===== src/rtl/frame_capture.sv =====
// -----------------------------------------------------------------------------
// frame_capture
//
// Captures one camera frame (RGB565 byte stream, high byte first) into a frame
// RAM, then holds it for a reader until that reader acknowledges it.
//
// Flow: IDLE -> WAIT_FRAME -> (vsync falls) -> CAPTURE -> (limit reached) ->
// READY -> (frame_ack) -> WAIT_FRAME. A vsync rise during CAPTURE before the
// limit aborts the frame with a one-cycle o_error pulse. Dropping i_enable
// returns to IDLE from any state.
//
// Optional feature macro: CAPTURE_DECIMATE_EN
//   When defined, every second pixel of a line (both of its bytes) is dropped,
//   giving 2:1 horizontal decimation. A per-line pixel counter restarts on
//   each i_href rising edge. When undefined, every href byte is written.
//
// Ports
//   i_clk            clock, all registers on the rising edge
//   i_reset          asynchronous active-high reset
//   i_enable         capture enable; low forces IDLE
//   i_vsync          camera frame sync, high = vertical blanking
//   i_href           camera line valid, one byte per cycle while high
//   i_pixel_data     camera byte
//   i_BytesPerFrame  number of RAM bytes per frame, latched at frame start
//   i_frame_ack      reader releases the held frame
//   o_RAM_adress     RAM write address (holds its last value between writes)
//   o_RAM_data       RAM write data    (holds its last value between writes)
//   o_RAM_we         RAM write strobe, exactly one cycle after the href byte
//   o_done           a complete frame is held in RAM
//   o_error          one-cycle pulse when a frame is cut short by vsync
//
// Handshake: the camera side has no back-pressure. A byte is offered in every
// cycle with i_href=1 and is either written (o_RAM_we=1 on the next cycle) or
// dropped; o_done stays high until i_frame_ack=1 is seen in READY.
//
// The FSM state is held in the signal 'state' (type state_t) so checkers can
// observe it directly.
// -----------------------------------------------------------------------------
module frame_capture (
    input  logic        i_clk,
    input  logic        i_reset,
    input  logic        i_enable,
    input  logic        i_vsync,
    input  logic        i_href,
    input  logic [7:0]  i_pixel_data,
    input  logic [14:0] i_BytesPerFrame,
    input  logic        i_frame_ack,
    output logic [14:0] o_RAM_adress,
    output logic [7:0]  o_RAM_data,
    output logic        o_RAM_we,
    output logic        o_done,
    output logic        o_error
);

    typedef enum logic [1:0] {
        IDLE       = 2'd0,
        WAIT_FRAME = 2'd1,
        CAPTURE    = 2'd2,
        READY      = 2'd3
    } state_t;

    state_t      state;
    state_t      state_next;

    logic        vsync_q;
    logic        vsync_fall;
    logic        vsync_rise;

    logic [14:0] byte_cnt;
    logic [14:0] limit;
    logic [14:0] cnt_inc;

    logic        byte_keep;
    logic        accept;
    logic        limit_hit;
    logic        do_write;
    logic        frame_start;
    logic        abort;

    // Edges are taken against the registered copy of vsync.
    assign vsync_fall = vsync_q & ~i_vsync;
    assign vsync_rise = ~vsync_q & i_vsync;

`ifdef CAPTURE_DECIMATE_EN
    // Per-line byte/pixel tracking. The byte seen on an href rising edge is
    // byte 0 of pixel 0, so the "current" phase and pixel are overridden on
    // that cycle instead of waiting for the registers to clear.
    logic        href_q;
    logic        href_rise;
    logic        byte_phase;
    logic [10:0] pix_cnt;
    logic        cur_phase;
    logic [10:0] cur_pix;

    assign href_rise = i_href & ~href_q;
    assign cur_phase = href_rise ? 1'b0 : byte_phase;
    assign cur_pix   = href_rise ? 11'd0 : pix_cnt;
    // Even pixels (both bytes) are kept.
    assign byte_keep = ~cur_pix[0];

    always_ff @(posedge i_clk or posedge i_reset) begin
        if (i_reset) begin
            href_q     <= 1'b0;
            byte_phase <= 1'b0;
            pix_cnt    <= 11'd0;
        end else begin
            href_q <= i_href;
            if (i_href) begin
                byte_phase <= ~cur_phase;
                // Only the parity is used; wrapping on very long lines is
                // harmless.
                pix_cnt    <= cur_phase ? (cur_pix + 11'd1) : cur_pix;
            end
        end
    end
`else
    assign byte_keep = 1'b1;
`endif

    assign cnt_inc = byte_cnt + 15'd1;

    // A byte is written only while the frame still has room, so the counter
    // stops exactly at the limit and can never wrap.
    assign accept = (state == CAPTURE) & i_href & byte_keep & (byte_cnt != limit);

    // Completion is recognised in the same cycle as the final write, so the
    // final write and o_done appear together. It also covers a limit of 0
    // (counter already equal to the limit on the first CAPTURE cycle).
    assign limit_hit = (byte_cnt == limit) | (accept & (cnt_inc == limit));

    assign do_write = accept & i_enable;

    // Next-state logic
    always_comb begin
        state_next  = state;
        frame_start = 1'b0;
        abort       = 1'b0;
        if (!i_enable) begin
            state_next = IDLE;
        end else begin
            case (state)
                IDLE: begin
                    state_next = WAIT_FRAME;
                end
                WAIT_FRAME: begin
                    if (vsync_fall) begin
                        state_next  = CAPTURE;
                        frame_start = 1'b1;
                    end
                end
                CAPTURE: begin
                    // Completion takes priority over a coincident vsync rise.
                    if (limit_hit) begin
                        state_next = READY;
                    end else if (vsync_rise) begin
                        state_next = WAIT_FRAME;
                        abort      = 1'b1;
                    end
                end
                READY: begin
                    if (i_frame_ack) begin
                        state_next = WAIT_FRAME;
                    end
                end
                default: begin
                    state_next = IDLE;
                end
            endcase
        end
    end

    // State register and vsync history
    always_ff @(posedge i_clk or posedge i_reset) begin
        if (i_reset) begin
            state   <= IDLE;
            vsync_q <= 1'b0;
        end else begin
            state   <= state_next;
            vsync_q <= i_vsync;
        end
    end

    // Frame limit and byte counter
    always_ff @(posedge i_clk or posedge i_reset) begin
        if (i_reset) begin
            limit    <= 15'd0;
            byte_cnt <= 15'd0;
        end else begin
            if (frame_start) begin
                limit    <= i_BytesPerFrame;
                byte_cnt <= 15'd0;
            end else if (do_write) begin
                byte_cnt <= cnt_inc;
            end
        end
    end

    // Registered RAM port and status outputs
    always_ff @(posedge i_clk or posedge i_reset) begin
        if (i_reset) begin
            o_RAM_adress <= 15'd0;
            o_RAM_data   <= 8'd0;
            o_RAM_we     <= 1'b0;
            o_done       <= 1'b0;
            o_error      <= 1'b0;
        end else begin
            o_RAM_we <= do_write;
            if (do_write) begin
                o_RAM_adress <= byte_cnt;
                o_RAM_data   <= i_pixel_data;
            end
            // o_done tracks READY; it drops with ack or with enable low.
            o_done  <= (state_next == READY);
            o_error <= abort;
        end
    end

endmodule


===== config.mk =====
export PLATFORM = sky130hd
export DESIGN_NAME = frame_capture
export DESIGN_NICKNAME = d
export VERILOG_FILES = /design/src/rtl/frame_capture.sv
export SDC_FILE = /design/constraint.sdc
export NUM_CORES = 1
export LEC_CHECK = 0
export BUFFER_PORTS_ARGS = -buffer_cell sky130_fd_sc_hd__buf_2
export CAP_MARGIN = 40
export CORE_ASPECT_RATIO = 0.7
export CORE_MARGIN = 2
export CORE_UTILIZATION = 51
export CTS_BUF_LIST = sky130_fd_sc_hd__clkbuf_16
export DETAILED_ROUTE_END_ITERATION = 8
export PLACE_DENSITY = 0.75
export SETUP_SLACK_MARGIN = 0.05
export SYNTH_ARGS = -nofsm -noshare
export SYNTH_HDL_FRONTEND = slang
export SYNTH_SLANG_ARGS = --single-unit

===== constraint.sdc =====
create_clock -name i_clk -period 2.3 [get_ports i_clk]
set_clock_uncertainty 0.2 [all_clocks]
set_input_delay 0.115 -clock i_clk [delete_from_list [all_inputs] [get_ports i_clk]]
set_output_delay 0.115 -clock i_clk [all_outputs]
set_load 0.01 [all_outputs]

# Word level (Yosys, flattened, before mapping)
# Cells that the tools add are included.
totals:
  elab_cells: 43
  regBits: 59
classes:
  bitwise_logic: 9
  n_reduce_logical: 2
  add_sub_neg: 1
  muxes: 15
  eq_ne: 7
op_table:
  columns: ["cell", "n"]
  rows:
  - ["$eq 15x15->1", 2]
  - ["$mux 15", 2]
  - ["$add 15x1->15 const B", 1]
  - ["$ne 15x15->1", 1]
  - ["$mux 2", 5]
  - ["$pmux 2 s4", 1]
  - ["$mux 1", 7]
  - ["$and 1x1->1", 6]
  - ["$eq 2x2->1 const B", 3]
  - ["$eq 2x1->1 const B", 1]
  - ["$logic_not 2->1", 1]
  - ["$not 1->1", 2]
  - ["$reduce_bool 2->1", 1]
  - ["$or 1x1->1", 1]

# Longest topological paths before layout
depth:
  word_depth: 9
  mapped_depth: 10

# Least setup slack after synthesis
# Ideal clock, no wire load.
synth_path:
  kind: "reg-to-reg"
  start: "reg byte_cnt[0]"
  end: "reg o_error"
  setup_time_ps: 120
  setup_slack_ps: -148
  arrival_ps: 2128
  path_buffers: 0
  path_stages_with_launch: 8
  path_cell_list: "dfrtp_1 -> ha_1 -> nand3_1 -> or4_1 -> xnor2_1 -> nor4_1 -> o2111ai_2 -> and3_1"
synth_via:
  elab_chain_cells: 7
  elab_cells_between_ends: 10
  cone_classes: "add/sub (1); eq/ne (3); mux (3); bitwise (3)"
synth_rtl:
  columns: ["item", "line_no", "rtl"]
  rows:
  - ["start, declared", "69", "logic [14:0] byte_cnt;"]
  - ["start signal, assigned", "193", "byte_cnt <= cnt_inc;"]
  - ["$add 15x1->15 or $ne 15x15->1 (tied branches)", "120, 124", null]
  - ["$eq 15x15->1 or $and 1x1->1 (tied branches)", "129, 124", null]
  - ["$and 1x1->1", "129", "assign limit_hit = (byte_cnt == limit) | (accept & (cnt_inc == limit));"]
  - ["$or 1x1->1 (*)", "129", null]
  - ["$mux 1 (*)", "153", "if (limit_hit) begin"]
  - ["$mux 1 (*)", "141", "case (state)"]
  - ["$mux 1 (*)", "138", "if (!i_enable) begin"]
  - ["named net abort", "78", "logic abort;"]
  - ["end signal, assigned", "214", "o_error <= abort;"]
  - ["end, declared", "52", "output logic o_error"]
# The timed path passes the listed nets; every way through them passes the cells marked *.
# A chain may end at the register's enable or synchronous reset.

# Final worst setup path
layout_path:
  start: "reg byte_cnt[4]"
  end: "reg byte_cnt[2]"
layout_via:
  elab_chain_cells: 4
layout_rtl:
  columns: ["item", "line_no", "rtl"]
  rows:
  - ["$ne 15x15->1", "124", "assign accept = (state == CAPTURE) & i_href & byte_keep & (byte_cnt != limit);"]
  - ["$and 1x1->1", "124", null]
  - ["$and 1x1->1", "131", "assign do_write = accept & i_enable;"]
  - ["$reduce_bool 2->1 (no line)", null, null]
# Every way passes these cells.

==> metrics.yaml <==
min_path_type: "input port to async pin"
rows: 23
syn-cell-area_um2: 3170
clock-root-buffer: "clkbuf_16"
required_ns: 2.34
insertion_delay_ns: 0.34
max_freq_ghz: 0.391
grt_pass1_wl_um: 16000
worst-r2r-cell-count: 8
power_density_nw_per_um2: 692
die_w_um: 98.2
synthSimpleGateAreaFrac: 0.220
synth_top_family_by_area: "simple AND/OR/NAND/NOR gates"
synth_cell_types: 54
rsz0062_at_grt: "true"
async_flop_share: 1.00
hold_slack_ns: 0.167
use_met2: 0.479
grt_util_met1: 0.401
seq_area_um2: 1480
setup_violations: 40
fin_crit_ns: 2.56
worstMarginPinSlew_ns: 0.503
p_leak_uw: 0.00245
ys_warn_count: 0
cts_sinks: 59
maxCapViolCount: 0
synthToLayoutAreaGrowth_pct: 61.7
grt.busiest_layer: "met2"
ys_ff_latch: 59
path_max_fanout: 7
synth_cells: 328
fillers: 273
syn-num-nets: 358
clkTransAtPathRegs_ns: 0.06
numPortBuffers: 54
start_util: 0.540
hold_viol: 0
htreeDepth: 3
multi_input_comb_area_um2: 1870
synth_edf_count: 0
grt_start_max_net_pins: 38
ant_nets: 0
antenna_found_initial: 0
maxSlewHeadroom: 0.664
yosysSeqAreaShare: 0.466
insertedDiodeCount: 0
synthMuxAreaShare: 0.0908
cp-end-kind: "flop"
coreArea_um2: 5870
synth_compound_area_frac: 0.0931
cts_inserted_buffers: 9
cts_tree: "built"
die_h_um: 70.0
track_usage: 0.304
synth-adder-area-share: 0.00395
met3_usage: 0.0791
slowest_delay_ns: 0.43
slew_violations: 0
wl_per_cell_um: 22.2
status: "finished, violations left"
nets: 511
first_pass_iters: 5
viasPerCell: 6.24
place.gp.congestion: 0.945
crit_cells: 8
critPathBufInv: 2
vias: 3498
drive_above_1_share: 0.465
crit_type: "flop to flop"
die_area_um2: 6870
grt_pass1_vias: 3105
crit_family: "compound AO/OA/AOI/OAI gates"
min_period_over_period: 1.11
tns_ns: -4.18
post-dp-hpwl_um: 6130
ios: 55
violations: "negative setup slack"
startpoint_type: "flop"
synthXorXnorAreaFrac: 0.0801
ys.flop_type: "dfrtp_1"
crit_slowest_cell: "dfrtp_1"
overflow: 0
clk_path_buf_depth: 2
peakVddDrop_v: 0.000588
worstPathCellList: "buf_4 -> xnor2_2 -> nand4_1 -> nor4_4 -> a21o_4 -> buf_12 -> mux2_4 -> o22ai_2"
crit_arrival_ns: 2.60
drc: 0
fin_ws_ns: -0.255
pre_cts_ws_ns: -0.206
synth.avg_cell_area_um2: 9.67
routed_wl_um: 12500
dr.first_iter.drc_count: 433
r2r_setup_slack_ns: -0.26
-- final cells by class --
type,instances,share of cell area
Multi-Input combinational cell,238,0.364
Sequential cell,59,0.289
Timing Repair Buffer,166,0.260
Clock buffer,9,0.0439
Tap cell,75,0.0183
Clock inverter,7,0.0181
Inverter,7,0.00659
-- state kept, by name, indices dropped and copies added, names as in the netlist --
signal,flops
o_done,1
o_RAM_we,1
byte_cnt,15
o_RAM_adress,15
limit,15
o_RAM_data,8
vsync_q,1
o_error,1
state,2
-- worst paths after layout --
| path | startpoint | endpoint |
|---|---|---|
| worst min register to register | o_RAM_adress[5]$_DFFE_PP0P_ | o_RAM_adress[5]$_DFFE_PP0P_ |
| worst max-delay path | byte_cnt[4]$_DFFE_PP0P_ | byte_cnt[2]$_DFFE_PP0P_ |
| max in group asynchronous | i_reset | byte_cnt[5]$_DFFE_PP0P_ |
| min in group i_clk | i_href | byte_cnt[14]$_DFFE_PP0P_ |
| worst max register to register | byte_cnt[4]$_DFFE_PP0P_ | byte_cnt[2]$_DFFE_PP0P_ |
| worst min-delay path | i_reset | byte_cnt[2]$_DFFE_PP0P_ |
-- Yosys cell counts (2+ instances only) --
| cell type | count | area, um^2 |
|---|---|---|
| buf_2 | 12 | 60.1 |
| nor3_1 | 6 | 30.0 |
| or4_1 | 2 | 15.0 |
| buf_4 | 2 | 15.0 |
| and2_1 | 4 | 25.0 |
| a22o_1 | 5 | 43.8 |
| xor2_1 | 9 | 78.8 |
| nand3b_1 | 2 | 15.0 |
| clkbuf_1 | 8 | 30.0 |
| mux2_2 | 22 | 248 |
| nand4_1 | 4 | 25.0 |
| nand2b_1 | 2 | 12.5 |
| nor4_1 | 7 | 43.8 |
| a221oi_1 | 2 | 17.5 |
| o311a_1 | 2 | 20.0 |
| xnor2_1 | 15 | 131 |
| mux2i_1 | 4 | 40.0 |
| and3_1 | 2 | 12.5 |
| inv_1 | 6 | 22.5 |
| a21oi_1 | 8 | 40.0 |
| dfrtp_1 | 59 | 1480 |
| or3_1 | 2 | 12.5 |
| nor3b_1 | 3 | 22.5 |
| o21ai_0 | 13 | 65.1 |
| nand4b_1 | 3 | 26.3 |
| nor2_1 | 9 | 33.8 |
| o31a_1 | 2 | 17.5 |
| a21o_1 | 3 | 22.5 |
| nand3_1 | 8 | 40.0 |
| nand2_1 | 78 | 293 |
-- power breakdown --
part	internal (uW)	switching [uW]
Combinational	414	438
Sequential	1140	117
Clock	943	498
-- metrics by stage --
stage / util / std cells / power, uW / cell area, um^2
finish: 0.873 / 561 / 3550 / 5130
global route: 0.873 / 561 / 3630 / 5130
CTS: 0.815 / 549 / 3360 / 4790
detailed placement: 0.669 / 494 / 1810 / 3930
global placement: 0.669 / 494 / 1800 / 3930
floorplan: - / 328 / 1570 / 3210
-- worst register-to-register path: stages, from the launching register on --
cell,delay [ns]
dfrtp_1,0.43
buf_4,0.19
xnor2_2,0.22
nand4_1,0.20
nor4_4,0.25
a21o_4,0.28
buf_12,0.17
mux2_4,0.31
o22ai_2,0.22
-- cell families after synthesis --
logic type,Yosys count
and+or+nand+nor,142
xor gates and xnor gates,26
buffers and inverters,31
muxes,26
DFF,59
adders and majority gates,1
AOI/OAI and AO/OA,43
-- timing repair --
item	CTS	global route
endpoints found under the hold margin	49	0
setup endpoints to repair	34	35
resized for setup	32	49
buffers inserted	11	11
cloned	1	1
pin swaps	15	14
hold buffers	27	0
-- cells in the final DEF (no fill, tap or decap), drive strengths merged, types with 2 or more instances in the layout --
master       netlist  routed
xor2               9       9
inv                7       7
buf               15     138
a21o               3       3
or3                2       2
nor2              10      10
nor3b              3       3
nand2b             2       2
nor4               8       8
o31a               2       2
nand3b             2       2
a221oi             2       2
and2               4       4
clkbuf             9      10
a22o               5       5
and3               2       2
dfrtp             59      59
o21ai             13      13
a21oi              8       8
clkinv             0       3
or4                3       3
xnor2             17      17
nand3              8       8
mux2i              4       4
dlygate4sd3        0      27
o311a              2       2
nand4b             3       3
mux2              22      22
bufinv             0       2
nand2             78      78
nand4              4       4
nor3               6       6
clkinvlp           0       2
-- layer usage --
| layer | wire (um) | vias up | share of wire |
|---|---|---|---|
| li1 | - | 1443 | - |
| met5 | 0 | - | 0 |
| met4 | 717 | 0 | 0.057 |
| met1 | 4930 | 1659 | 0.40 |
| met2 | 5510 | 304 | 0.44 |
| met3 | 1310 | 92 | 0.10 |
No activity file was read; power rests on OpenSTA's default activity.
